[src/rtl/pc_fetch_sequencer.sv]
// pc_fetch_sequencer
//   Owns the program counter and sequences instruction fetch: computes the
//   next PC (sequential, branch or jump), runs the req/ack handshake to
//   instruction memory and honours pipeline stalls.
//   Optional feature macro: PC_FETCH_TIMEOUT_EN enables the fetch-wait
//   counter, the S_ERR state and the sticky imem_timeout flag.
module pc_fetch_sequencer #(
    parameter logic [31:0] RESET_PC = 32'h0000_0000,
    parameter int          MAX_WAIT = 15
) (
    input  logic        clk,
    input  logic        rst,
    input  logic        stall,
    input  logic        branch,
    input  logic        zero,
    input  logic        jump,
    input  logic [31:0] sign_imm,
    input  logic [25:0] jump_index,
    output logic        imem_req,
    output logic [31:0] imem_addr,
    input  logic        imem_ack,
    output logic [31:0] pc,
    output logic [31:0] pc_plus4,
    output logic        instr_valid,
    output logic        imem_timeout
);

    typedef enum logic [1:0] {
        S_RESET = 2'd0,
        S_REQ   = 2'd1,
        S_HOLD  = 2'd2,
        S_ERR   = 2'd3
    } state_t;

    // The PC is always word aligned, whatever the parameter says.
    localparam logic [31:0] RESET_PC_ALIGNED = {RESET_PC[31:2], 2'b00};

    state_t      state;
    logic [31:0] next_pc;
    logic [31:0] branch_offset;
    logic        wait_expired;

    assign pc_plus4    = pc + 32'd4;
    assign imem_addr   = pc;
    assign imem_req    = (state == S_REQ);
    assign instr_valid = imem_req & imem_ack & ~stall;

    // Shifting the full word keeps only sign_imm[29:0]; the wrap is intended.
    assign branch_offset = sign_imm << 2;

    // Next-PC select: jump beats a taken branch, which beats sequential.
    always_comb begin
        // NOTE: give every always_comb output a default first so no path
        // leaves it unassigned and infers a latch.
        next_pc = pc_plus4;
        if (jump) begin
            next_pc = {pc_plus4[31:28], jump_index, 2'b00};
        end else if (branch && zero) begin
            next_pc = pc_plus4 + branch_offset;
        end
    end

`ifdef PC_FETCH_TIMEOUT_EN
    localparam int WAIT_W = (MAX_WAIT < 2) ? 1 : $clog2(MAX_WAIT);

    logic [WAIT_W-1:0] wait_cnt;

    // Last no-ack cycle of the allowed window: leave for S_ERR at this edge.
    assign wait_expired = (state == S_REQ) && !imem_ack &&
                          (wait_cnt == WAIT_W'(MAX_WAIT - 1));

    // Count consecutive unacknowledged request cycles.
    always_ff @(posedge clk) begin
        if (rst || state != S_REQ || imem_ack) begin
            wait_cnt <= '0;
        end else if (!wait_expired) begin
            wait_cnt <= wait_cnt + 1'b1;
        end
    end

    // S_ERR is only left through reset, so the state itself is the sticky flag.
    assign imem_timeout = (state == S_ERR);
`else
    assign wait_expired = 1'b0;
    assign imem_timeout = 1'b0;
`endif

    // Fetch FSM and PC register.
    always_ff @(posedge clk) begin
        if (rst) begin
            // NOTE: sequential state uses non-blocking assignments so every
            // register samples pre-edge values regardless of block order.
            state <= S_RESET;
            pc    <= RESET_PC_ALIGNED;
        end else begin
            case (state)
                S_RESET: begin
                    state <= S_REQ;
                end
                S_REQ: begin
                    if (instr_valid) begin
                        pc <= next_pc;
                    end else if (imem_ack && stall) begin
                        state <= S_HOLD;
                    end else if (wait_expired) begin
                        state <= S_ERR;
                    end
                end
                S_HOLD: begin
                    if (!stall) begin
                        state <= S_REQ;
                    end
                end
                S_ERR: begin
                    state <= S_ERR;
                end
                default: begin
                    state <= S_RESET;
                end
            endcase
        end
    end

endmodule

[config.mk]
export PLATFORM = sky130hd
export DESIGN_NAME = pc_fetch_sequencer
export DESIGN_NICKNAME = d
export VERILOG_FILES = /design/src/rtl/pc_fetch_sequencer.sv
export SDC_FILE = /design/constraint.sdc
export NUM_CORES = 1
export LEC_CHECK = 0
export ABC_CLOCK_PERIOD_IN_PS = 3670
export BUFFER_PORTS_ARGS = -buffer_cell sky130_fd_sc_hd__buf_2
export CAP_MARGIN = 25
export CORE_MARGIN = 10
export CORE_UTILIZATION = 46
export DETAILED_ROUTE_END_ITERATION = 7
export GPL_TIMING_DRIVEN = 0
export PLACE_DENSITY = 0.88
export SLEW_MARGIN = 20
export SYNTH_ARGS = -nofsm -noshare
export SYNTH_HDL_FRONTEND = slang
export SYNTH_SLANG_ARGS = --single-unit
[constraint.sdc]
create_clock -name clk -period 3.67 [get_ports clk]
set_clock_uncertainty 0.1 [all_clocks]
set_input_delay 0.734 -clock clk [delete_from_list [all_inputs] [get_ports clk]]
set_output_delay 0.734 -clock clk [all_outputs]
set_load 0.05 [all_outputs]
# == Word-level counts from Yosys, hierarchy flattened ==
# Cells that the tools add are included.
# op_classes
n_addsub,2
eq_ne,6
muxes,6
n_bitwise,3
reduce_logical,5
# ops
cell,n
two-way mux 32 bit,2
"adder 32 x 3 -> 32 bit, second input constant",1
adder 32 bit,1
one-hot mux 2 bit (4 select lines),1
two-way mux 2 bit,3
"equality test 2 bit, second input constant",2
"!= test 2 bit, second input constant",2
AND reduction 3 bit,1
AND 1 bit,2
"equality test 2 x 1 -> 1 bit, second input constant",1
logical AND 1 bit,2
zero test 2 bit,1
"!= test 2 x 1 -> 1 bit, second input constant",1
AND reduction 2 bit,1
NOT 1 bit,1
# totals
ff_bits,34
in_bits,65
out_inout_bits,99
wordCells,24

# == Longest topological paths before layout ==
# Gate-level depths: netlist of run 1.
# logic_depth
depth_word,5
depth_mapped,16
ltp_nobuf,15

# == Worst setup path after synthesis of run 1 ==
# No wires, ideal clock.
# synth_timing
path_type,reg-to-reg
startpoint,"register pc[2], in the netlist imem_addr[2]"
endpoint,"register pc[28], in the netlist imem_addr[28]"
setup_ns,0.123
t_arrival_ns,4.523
required_time_ns,3.447
slack_ns,-1.076
stages_incl_launch_ff,16
n_path_buf,1
period_less_slack_ns,4.746
path_cell_list,dfxtp_1 -> ha_1 -> nand3_1 -> or3_1 -> nor3_4 -> xor2_1 -> ha_1 -> clkbuf_1 -> and4_1 -> nand4_1 -> nor2_1 -> a41oi_1 -> o21ai_0 -> a211oi_1 -> mux2i_1 -> a31oi_1
# synth_between
elab_chain_len,4
# synth_lines
element,line_no,rtl
from (decl),22,"output logic [31:0] pc,"
from (signal assigned),102,pc <= next_pc;
adder 32 x 3 -> 32 bit,43,assign pc_plus4 = pc + 32'd4;
via pc_plus4[24],23,"output logic [31:0] pc_plus4,"
adder 32 bit,59,next_pc = pc_plus4 + branch_offset;
two-way mux 32 bit,58,end else if (branch && zero) begin
two-way mux 32 bit,56,if (jump) begin
# The timed path passes the listed nets, and every way through them passes these cells.
# A chain may end at the register's enable or synchronous reset.

# == Worst setup path after layout of run 1 ==
# layout_timing
startpoint,"register pc[2], in the netlist imem_addr[2]"
endpoint,"register pc[28], in the netlist imem_addr[28]"
# layout_between
elab_chain_len,4
# layout_lines
element,line_no
adder 32 x 3 -> 32 bit (*),43
adder 32 bit,59
two-way mux 32 bit,58
two-way mux 32 bit (*),56
# Mark *: on every way between the ends. The rest lies on a longest branch, timed or not.

==> results of run 1 <==
timing repair:
action                                  4_1_cts  5_1_grt
setup buffers                                 3       18
pin swaps                                     3       28
endpoints found under the setup margin       10       14
resized for setup                            17       42
registers in the layout (all words and copies together), names as in the netlist:
register and flops:
imem_addr 30, state 2
final cells by class:
| cell class | instances | area [um^2] | share of cell area |
|---|---|---|---|
| multi-input combinational | 473 | 3760 | 0.624 |
| tap | 108 | 135 | 0.0224 |
| sequential | 32 | 703 | 0.117 |
| timing repair buffer | 173 | 922 | 0.153 |
| clock buffer | 5 | 68.8 | 0.0114 |
| buffer | 57 | 358 | 0.0594 |
| clock inverter | 3 | 13.8 | 0.00229 |
| inverter | 17 | 63.8 | 0.0106 |
report_power, final:
| part | internal (mW) | switching (mW) |
|---|---|---|
| registers | 0.353 | 0.0270 |
| logic | 0.197 | 0.370 |
| clock network | 0.129 | 0.149 |
| total | 0.679 | 0.547 |
placed cells by master (no fill, tap or decap), types with 16 or more instances in the layout:
cell,n
o21ai_0,26
a21oi_1,55
xnor2_1,17
buf_2,153
a21o_1,16
clkbuf_1,16
buf_4,57
nor2_1,35
nand3_1,19
nand2_1,60
ha_1,24
cells by family (layout without fill, tap and decap cells):
group | after synthesis | in the layout | synth area share
other | 1 | 7 | 0.000895
flip-flops | 32 | 32 | 0.153
XOR/XNOR | 49 | 49 | 0.104
AND/OR/NAND/NOR | 187 | 187 | 0.222
multiplexers | 3 | 3 | 0.00717
buffers and inverters | 80 | 255 | 0.105
AO/OA/AOI/OAI | 190 | 190 | 0.295
adder cells (fa/ha/maj) | 37 | 37 | 0.112
cells in the mapped netlist (all sizes together), types with 2 or more instances:
cell	instances
or2	2
a21oi	64
xor2	16
o21a	3
inv	16
and2	6
a21boi	2
nor2b	3
o21bai	5
nor3	12
o221ai	3
a221o	2
buf	40
o21ai	30
and4	4
a211o	2
and3	9
a31o	4
o31ai	5
or3	4
a21o	16
o41ai	3
a311oi	2
a2111oi	2
a32oi	3
nand4	10
nor2	38
xnor2	33
a211oi	7
nand2	64
ha	36
a221oi	2
clkbuf	23
mux2i	3
dfxtp	32
a31oi	9
nand3	27
nand2b	4
o211ai	13
worst max-delay path by stage:
stage / from / endpoint / slack [ns]
final: imem_addr[2]$_SDFFE_PP0P_ / imem_addr[28]$_SDFFE_PP0P_ / 0.05
after global routing: imem_addr[2]$_SDFFE_PP0P_ / imem_addr[29]$_SDFFE_PP0P_ / -0.1
after CTS: imem_addr[2]$_SDFFE_PP0P_ / imem_addr[29]$_SDFFE_PP0P_ / -0.009
after detailed placement: imem_addr[2]$_SDFFE_PP0P_ / imem_addr[29]$_SDFFE_PP0P_ / -0.26
after global placement: imem_addr[2]$_SDFFE_PP0P_ / imem_addr[29]$_SDFFE_PP0P_ / -0.24
after floorplan: imem_addr[2]$_SDFFE_PP0P_ / imem_addr[28]$_SDFFE_PP0P_ / -0.01
metal layers:
metal | GRT usage | share of wire | wire length (um) | up-vias
met5 | 0 | 0 | 0 | -
met4 | 0.0693 | 0.024 | 411 | 0
met3 | 0.0543 | 0.12 | 2030 | 46
met2 | 0.416 | 0.48 | 8310 | 333
met1 | 0.290 | 0.38 | 6600 | 2480
li1 | - | - | - | 2442
through the flow:
step / instances / hold WS [ns]
after floorplan: 585 / 0.379
after global placement: 845 / 0.388
after detailed placement: 845 / 0.410
after CTS: 854 / 0.423
after global routing: 868 / 0.436
final: 868 / 0.428
worst register-to-register path: stages (launching register included):
cell and delay [ns]:
dfxtp_4 0.39, nand4_1 0.31, or2_4 0.39, nor4_4 0.37
nand2_2 0.15, xnor2_4 0.26, ha_4 0.25, and4_4 0.15
nand4_1 0.10, nor2_1 0.06, a41oi_1 0.18, o21ai_1 0.14
a211oi_2 0.22, mux2i_2 0.32, a31oi_1 0.11
==> results.py, run 1 <==
metrics = {
    "outcome": {
        "outcome": "finished, final reports clean",
    },
    "global_route": {
        "grt_max_degree": 11,
        "grt_pass1_wl_um": 26000,
        "antenna_found_initial": 0,
        "grt.total_usage": 0.240,
        "overflow": 0,
        "first_global_vias": 5155,
    },
    "timing": {
        "worstMarginPinSlew_ns": 0.753,
        "fmax_mhz": 277,
        "fin_crit_sh": 0.985,
        "slew_headroom": 0.496,
        "finalHoldViolCount": 0,
        "setup_tns_ns": 0,
        "min_period_ns": 3.62,
        "finalSetupViolCount": 0,
        "setup_slack_ns": 0.0539,
        "final_max_slew_viol_count": 0,
    },
    "logic_synthesis": {
        "avgSynthCellArea_um2": 7.23,
        "netlist_area_um2": 4190,
        "synth_cell_types": 69,
        "synth_top_area_frac": 0.153,
        "ys_seq_area_frac": 0.153,
        "yosys-top-cells-area": "dfxtp_1, ha_1, a21oi_1",
        "synth_edf_count": 0,
        "yosysWarnings": 0,
        "synth_area_leader_cell": "dfxtp_1",
        "synthCells": 579,
        "synthFlopType": "dfxtp_1",
        "async_reset_ff_frac": 0,
        "synth_seq_cells": 32,
    },
    "job": {
        "drv_cap": 0,
    },
    "worst_setup_path": {
        "cp_max_fo": 5,
        "cp_cell_sequence": "nand4_1 > or2_4 > nor4_4 > nand2_2 > xnor2_4 > ha_4 > and4_4 > nand4_1 > nor2_1 > a41oi_1 > o21ai_1 > a211oi_2 > mux2i_2 > a31oi_1",
        "r2r_start": "imem_addr[2]$_SDFFE_PP0P_",
        "ff2ff_path_depth": 14,
        "crit_family": "simple AND/OR/NAND/NOR gates",
        "crit_slowest_cell": "dfxtp_4",
        "crit_path_start_kind": "register",
        "ff2ff_setup_slack_ns": 0.05,
        "critical_path_arrival_ns": 3.69,
        "critPathCaptureType": "register",
        "worst-setup-path-type": "register to register",
        "crit_cells": 14,
        "cp.required_ns": 3.74,
        "worst_r2r_endpoint": "imem_addr[28]$_SDFFE_PP0P_",
        "cp_num_buf_inv": 0,
        "cpMostUsedCell": "nand4_1",
        "cp_slowest_stage_delay_ns": 0.39,
    },
    "detailed_routing": {
        "vias_per_cell": 6.11,
        "post_drt_wl_per_cell_um": 20.0,
        "vias": 5301,
        "drt_iter0_markers": 567,
        "antenna_left": 0,
        "drcViolationCount": 0,
        "dr.pass1.iters": 5,
        "wl_um": 17400,
    },
    "cts": {
        "h-tree-depth": 2,
        "cts_buffers": 5,
        "clkLatencyLatePin_ns": 0.30,
        "cts_tree": "yes",
        "cts_sinks": 32,
        "cts.clk_slew.worst_paths_ns": 0.07,
        "clock_path_buffers": 2,
        "root_buffer": "clkbuf_8",
        "cts_hold_buf": 0,
    },
    "floorplanning": {
        "initial_core_util": 0.476,
        "core-area_um2": 8810,
        "die_x_um": 115,
        "die_h_um": 115,
        "dieArea_um2": 13300,
        "boundaryPins": 164,
        "placementRows": 34,
    },
    "power": {
        "peakVddDrop_mv": 0.146,
        "leakage_nw": 2.94,
        "powerDensity_nw_per_um2": 203,
        "total_power_mw": 1.23,
    },
    "min_path": {
        "hold_class": "register to register",
        "hold_depth": 2,
        "min_from": "imem_addr[5]$_SDFFE_PP0P_",
        "hold_end": "imem_addr[5]$_SDFFE_PP0P_",
    },
    "finish": {
        "fin_util": 0.684,
        "area_growth_pct": 43.8,
        "layout-drive-gt1-share": 0.421,
        "final_nets": 861,
        "fillers": 729,
        "final_area_um2": 6020,
        "antennaDiodeCount": 0,
    },
    "placement": {
        "dp_slack_ns": -0.261,
        "placed_area_um2": 5530,
        "place.gp.congestion": 0.907,
        "port_buffers": 152,
        "hpwl_um": 13500,
    },
}
Note: power is estimated with default switching activity, not from simulation.
==> run 2, diff against run 1 <==
- SETUP_SLACK_MARGIN: not set -> 0.15
==> run 2 against run 1 <==
Critical path depth decreased by 1. Largest power group unchanged. Highest routed layer unchanged. Via count grew 4.3%. Die area is the same. Cell area rose by 4.9%. Global-route usage fell by 0.20 points. Power increased by 1.1%. Sequential power about the same.
==> results.py, run 2 (synthesis gave the netlist of run 1 again) <==
metrics = {
    "outcome": {
        "outcome": "finished, final reports clean",
    },
    "timing": {
        "setup_slack_ns": 0.0786,
        "worstMarginPinSlew_ns": 0.843,
        "finalHoldViolCount": 0,
        "min_period_ns": 3.59,
        "fin_crit_sh": 0.979,
        "setup_tns_ns": 0,
        "final_max_slew_viol_count": 0,
        "grt_setup_unrepaired": "yes",
        "fmax_mhz": 278,
        "finalSetupViolCount": 0,
        "slew_headroom": 0.436,
    },
    "power": {
        "peakVddDrop_mv": 0.149,
        "p_clk_frac": 0.223,
        "seq_power_share": 0.306,
        "powerDensity_nw_per_um2": 196,
        "combPwrFrac": 0.471,
        "p_int_mw": 0.685,
        "leakage_nw": 3.11,
        "switchingPower_mw": 0.554,
        "power_switching_share": 0.447,
    },
    "worst_setup_path": {
        "cp_slowest_stage_delay_ns": 0.61,
        "crit_family": "compound AO/OA/AOI/OAI gates",
        "cp.required_ns": 3.73,
        "critical_path_arrival_ns": 3.65,
        "cp_cell_sequence": "ha_4 > nand3_4 > buf_4 > xnor2_2 > ha_1 > a211o_1 > a31o_1 > a31o_1 > a21o_1 > a2111oi_0 > a31oi_1 > a21oi_1 > a31oi_1",
        "worst-setup-path-type": "register to register",
        "crit_path_start_kind": "register",
        "critPathCaptureType": "register",
        "cp_num_buf_inv": 1,
        "cp_max_fo": 6,
        "crit_slowest_cell": "a2111oi_0",
    },
    "finish": {
        "area_growth_pct": 50.8,
        "layout-drive-gt1-share": 0.454,
        "fillers": 674,
        "register_area_um2": 704,
        "largest_reg_flops": 30,
        "final_area_um2": 6310,
        "mostFrequentLayoutCells": "buf_2, buf_4, nand2_1",
        "multi_input_area_um2": 3860,
        "final_nets": 884,
        "final_common_cell": "buf_2",
        "antennaDiodeCount": 0,
    },
    "detailed_routing": {
        "post_drt_wl_per_cell_um": 20.4,
        "wl_um": 18100,
        "vias_per_cell": 6.21,
        "drt_iter0_markers": 566,
        "antenna_left": 0,
        "vias": 5530,
        "dr.pass1.iters": 6,
        "drcViolationCount": 0,
    },
    "cts": {
        "cts_hold_buf": 0,
        "h-tree-depth": 2,
        "cts_sinks": 32,
        "cts.clk_slew.worst_paths_ns": 0.08,
        "root_buffer": "clkbuf_8",
        "clkLatencyLatePin_ns": 0.31,
        "clock_path_buffers": 2,
        "cts_tree": "yes",
        "cts_buffers": 5,
    },
    "global_route": {
        "grt.total_usage": 0.238,
        "grt_max_degree": 11,
        "antenna_found_initial": 0,
        "first_global_vias": 5060,
        "grt_pass1_wl_um": 25700,
        "overflow": 0,
    },
    "floorplanning": {
        "placementRows": 34,
        "core-area_um2": 8810,
        "boundaryPins": 164,
        "initial_core_util": 0.476,
        "dieArea_um2": 13300,
        "die_h_um": 115,
        "die_x_um": 115,
    },
    "placement": {
        "placed_area_um2": 5650,
        "port_buffers": 152,
        "dp_slack_ns": -0.0818,
        "place.gp.congestion": 0.901,
        "hpwl_um": 13400,
    },
    "job": {
        "drv_cap": 0,
    },
    "min_path": {
        "hold_class": "register to register",
    },
}
run 2: repair_timing:
item / in CTS / in global routing
buffers inserted: 6 / 32
gates resized for setup: 19 / 49
pin swaps: 7 / 31
hold endpoints to repair: 0 / 0
endpoints found under the setup margin: 12 / 15
run 2: through the flow:
stage	total power, mW	util	hold slack (ns)	std cells
4_1_cts	1.18	0.666	0.417	858
3_5_place_dp	0.916	0.642	0.411	845
5_1_grt	1.28	0.717	0.406	890
6_report	1.24	0.717	0.402	890
3_3_place_gp	0.905	0.642	0.386	845
2_1_floorplan	0.771	-	0.379	585
run 2: worst paths after layout:
check / from / end / slack, ns / cells after the start
worst max register to register: imem_addr[2]$_SDFFE_PP0P_ / imem_addr[12]$_SDFFE_PP0P_ / 0.08 / 13
worst max-delay path: imem_addr[2]$_SDFFE_PP0P_ / imem_addr[12]$_SDFFE_PP0P_ / 0.08 / 13
worst min-delay path: imem_addr[14]$_SDFFE_PP0P_ / imem_addr[14]$_SDFFE_PP0P_ / 0.40 / 1
worst min register to register: imem_addr[14]$_SDFFE_PP0P_ / imem_addr[14]$_SDFFE_PP0P_ / 0.40 / 1
run 2: power groups by stage:
stage	Sequential [mW]	Combinational, mW	Clock (mW)
after floorplan	0.420	0.350	0
after global placement	0.388	0.516	0
after detailed placement	0.390	0.526	0
after CTS	0.382	0.535	0.263
after global routing	0.380	0.618	0.279
final	0.379	0.584	0.276
run 2: cell type report:
cell class | instances | area share
tap | 108 | 0.0214
timing repair buffer | 190 | 0.170
sequential | 32 | 0.112
clock buffer | 6 | 0.0115
clock inverter | 1 | 0.000793
buffer | 63 | 0.0638
multi-input combinational | 473 | 0.611
inverter | 17 | 0.0105
run 2: worst register-to-register path, delay by kind of cell (launching register included):
| family | cells | cell delay [ns] |
|---|---|---|
| and+or+nand+nor | 1 | 0.10 |
| AOI/OAI and AO/OA | 8 | 2.06 |
| adders and majority gates | 2 | 0.52 |
| buffers and inverters | 1 | 0.16 |
| xor gates and xnor gates | 1 | 0.14 |
| DFF | 1 | 0.37 |
run 2: layer usage:
metal / track usage / part of all wire / vias up
met5: 0 / 0 / -
met4: 0.0693 / 0.036 / 0
met3: 0.0594 / 0.12 / 72
met2: 0.420 / 0.48 / 431
met1: 0.278 / 0.37 / 2543
li1: - / - / 2484
==> run 3, diff against run 2 <==
- CORE_MARGIN: 10 -> 3
- PLACE_DENSITY: 0.88 -> 0.79
==> run 3 against run 2 <==
Sequential power barely moved. Flip-flop and latch count unchanged. Setup slack gained 0.0021 ns. Via count down 1.6%. Maximum frequency about the same. Largest cell class unchanged. Largest power group unchanged.
==> results.py, run 3 (synthesis gave the netlist of run 1 again) <==
metrics = {
    "outcome": {
        "outcome": "finished, final reports clean",
    },
    "finish": {
        "largest_reg_flops": 30,
        "area_growth_pct": 52.0,
        "antennaDiodeCount": 0,
        "register_area_um2": 704,
        "layout-drive-gt1-share": 0.452,
        "mostFrequentLayoutCells": "buf_2, buf_4, nand2_1",
        "fillers": 692,
        "multi_input_area_um2": 3900,
        "final_area_um2": 6370,
        "final_common_cell": "buf_2",
        "fin_cells": 887,
        "final_nets": 880,
    },
    "cts": {
        "cts_tree": "yes",
        "clkLatencyLatePin_ns": 0.29,
        "cts.clk_slew.worst_paths_ns": 0.07,
        "cts_sinks": 32,
        "root_buffer": "clkbuf_8",
        "cts_hold_buf": 0,
        "h-tree-depth": 2,
        "cts_buffers": 5,
        "clock_path_buffers": 2,
    },
    "detailed_routing": {
        "drcViolationCount": 0,
        "drt_iter0_markers": 579,
        "vias_per_cell": 6.13,
        "wl_um": 16600,
        "dr.pass1.iters": 5,
        "vias": 5440,
        "post_drt_wl_per_cell_um": 18.7,
        "antenna_left": 0,
    },
    "job": {
        "drv_cap": 0,
    },
    "timing": {
        "fin_hold_ws_ns": 0.419,
        "setup_slack_ns": 0.0806,
        "slew_headroom": 0.439,
        "finalSetupViolCount": 0,
        "grt_setup_unrepaired": "yes",
        "fmax_mhz": 279,
        "worstMarginPinSlew_ns": 0.838,
        "min_period_ns": 3.59,
        "fin_crit_sh": 0.978,
        "final_max_slew_viol_count": 0,
        "finalHoldViolCount": 0,
    },
    "worst_setup_path": {
        "critPathCaptureType": "register",
        "cp.required_ns": 3.72,
        "cp_num_buf_inv": 2,
        "crit_family": "compound AO/OA/AOI/OAI gates",
        "critical_path_arrival_ns": 3.64,
        "cp_max_fo": 7,
        "cp_slowest_stage_delay_ns": 0.38,
        "cp_cell_sequence": "ha_4 > nand3_4 > nor3_4 > nand3_2 > xnor2_4 > ha_1 > clkbuf_4 > a21o_1 > a21o_1 > a21oi_2 > o31ai_1 > a21oi_2 > buf_4 > o2111ai_4 > a32oi_2 > o41ai_2",
        "worst-setup-path-type": "register to register",
        "crit_slowest_cell": "dfxtp_4",
        "crit_path_start_kind": "register",
    },
    "floorplanning": {
        "initial_core_util": 0.478,
        "core-area_um2": 8760,
        "dieArea_um2": 10300,
        "placementRows": 34,
        "die_x_um": 101,
        "boundaryPins": 164,
        "die_h_um": 101,
    },
    "power": {
        "powerDensity_nw_per_um2": 205,
        "power_switching_share": 0.420,
        "p_int_mw": 0.757,
        "combPwrFrac": 0.444,
        "p_clk_frac": 0.265,
        "leakage_nw": 3.14,
        "peakVddDrop_mv": 0.223,
        "switchingPower_mw": 0.549,
        "seq_power_share": 0.291,
    },
    "placement": {
        "dp_slack_ns": -0.0893,
        "port_buffers": 152,
        "placed_cells": 845,
        "place.gp.congestion": 0.913,
        "hpwl_um": 12100,
        "placed_area_um2": 5650,
    },
    "global_route": {
        "grt_max_degree": 11,
        "grt.total_usage": 0.300,
        "grt_pass1_wl_um": 24500,
        "antenna_found_initial": 0,
        "first_global_vias": 4925,
        "overflow": 0,
    },
    "min_path": {
        "hold_class": "register to register",
    },
}
-- run 3: cell count changes in the layout (fill, tap and decap cells not counted), moves of 3 or more --
| cell | before | now |
|---|---|---|
| ha_4 | 7 | 4 |
| ha_1 | 25 | 29 |
| buf_4 | 73 | 67 |
| buf_6 | 0 | 3 |
| a21oi_4 | 0 | 3 |
| a21oi_2 | 11 | 6 |
-- run 3: final cells by class --
| cell class | instances | area share |
|---|---|---|
| plain buffers | 63 | 0.0639 |
| clock buffers | 6 | 0.0114 |
| clock inverters | 2 | 0.00550 |
| inverters | 17 | 0.0100 |
| multi-input cells | 473 | 0.613 |
| flip-flops and latches | 32 | 0.111 |
| well taps | 108 | 0.0212 |
| repair buffers | 186 | 0.165 |
-- run 3: worst register-to-register path, stage by stage, from the launching register on --
cell	delay, ns
dfxtp_4	0.38
ha_4	0.15
nand3_4	0.11
nor3_4	0.22
nand3_2	0.18
xnor2_4	0.19
ha_1	0.30
clkbuf_4	0.17
a21o_1	0.21
a21o_1	0.20
a21oi_2	0.20
o31ai_1	0.14
a21oi_2	0.23
buf_4	0.17
o2111ai_4	0.15
a32oi_2	0.25
o41ai_2	0.10
-- run 3: per-layer routing --
| metal | vias up | GRT usage | share of wire |
|---|---|---|---|
| met5 | - | 0 | 0 |
| met4 | 0 | 0.0951 | 0.025 |
| met3 | 45 | 0.0585 | 0.11 |
| met2 | 353 | 0.511 | 0.48 |
| met1 | 2563 | 0.382 | 0.39 |
| li1 | 2479 | - | - |
-- run 3: metrics by stage --
| stage | utilization | power [mW] | setup TNS, ns |
|---|---|---|---|
| 6_report | 0.727 | 1.31 | 0 |
| 3_5_place_dp | 0.645 | 0.910 | -0.244 |
| 2_1_floorplan | - | 0.771 | 0 |
| 4_1_cts | 0.684 | 1.26 | 0 |
| 3_3_place_gp | 0.645 | 0.901 | -0.0183 |
| 5_1_grt | 0.727 | 1.36 | 0 |
-- run 3: what timing repair did --
| item | CTS | global route |
|---|---|---|
| pin swaps | 12 | 29 |
| setup endpoints to repair | 13 | 13 |
| buffers inserted | 16 | 18 |
| resized for setup | 23 | 55 |
-- run 3: final timing paths --
| check | start | end | slack (ns) | cells past startpoint |
|---|---|---|---|---|
| hold / removal | imem_addr[10]$_SDFFE_PP0P_ | imem_addr[10]$_SDFFE_PP0P_ | 0.42 | 2 |
| hold reg to reg | imem_addr[10]$_SDFFE_PP0P_ | imem_addr[10]$_SDFFE_PP0P_ | 0.42 | 2 |
| setup reg to reg | imem_addr[3]$_SDFFE_PP0P_ | imem_addr[31]$_SDFFE_PP0P_ | 0.08 | 16 |
| setup / recovery | imem_addr[3]$_SDFFE_PP0P_ | imem_addr[31]$_SDFFE_PP0P_ | 0.08 | 16 |
-- run 3: power by group through the flow --
stage	clock, mW	combinational, mW	sequential [mW]
after CTS	0.346	0.536	0.380
after global routing	0.362	0.615	0.383
after detailed placement	0	0.520	0.390
after floorplan	0	0.350	0.420
after global placement	0	0.512	0.389
final	0.347	0.580	0.380
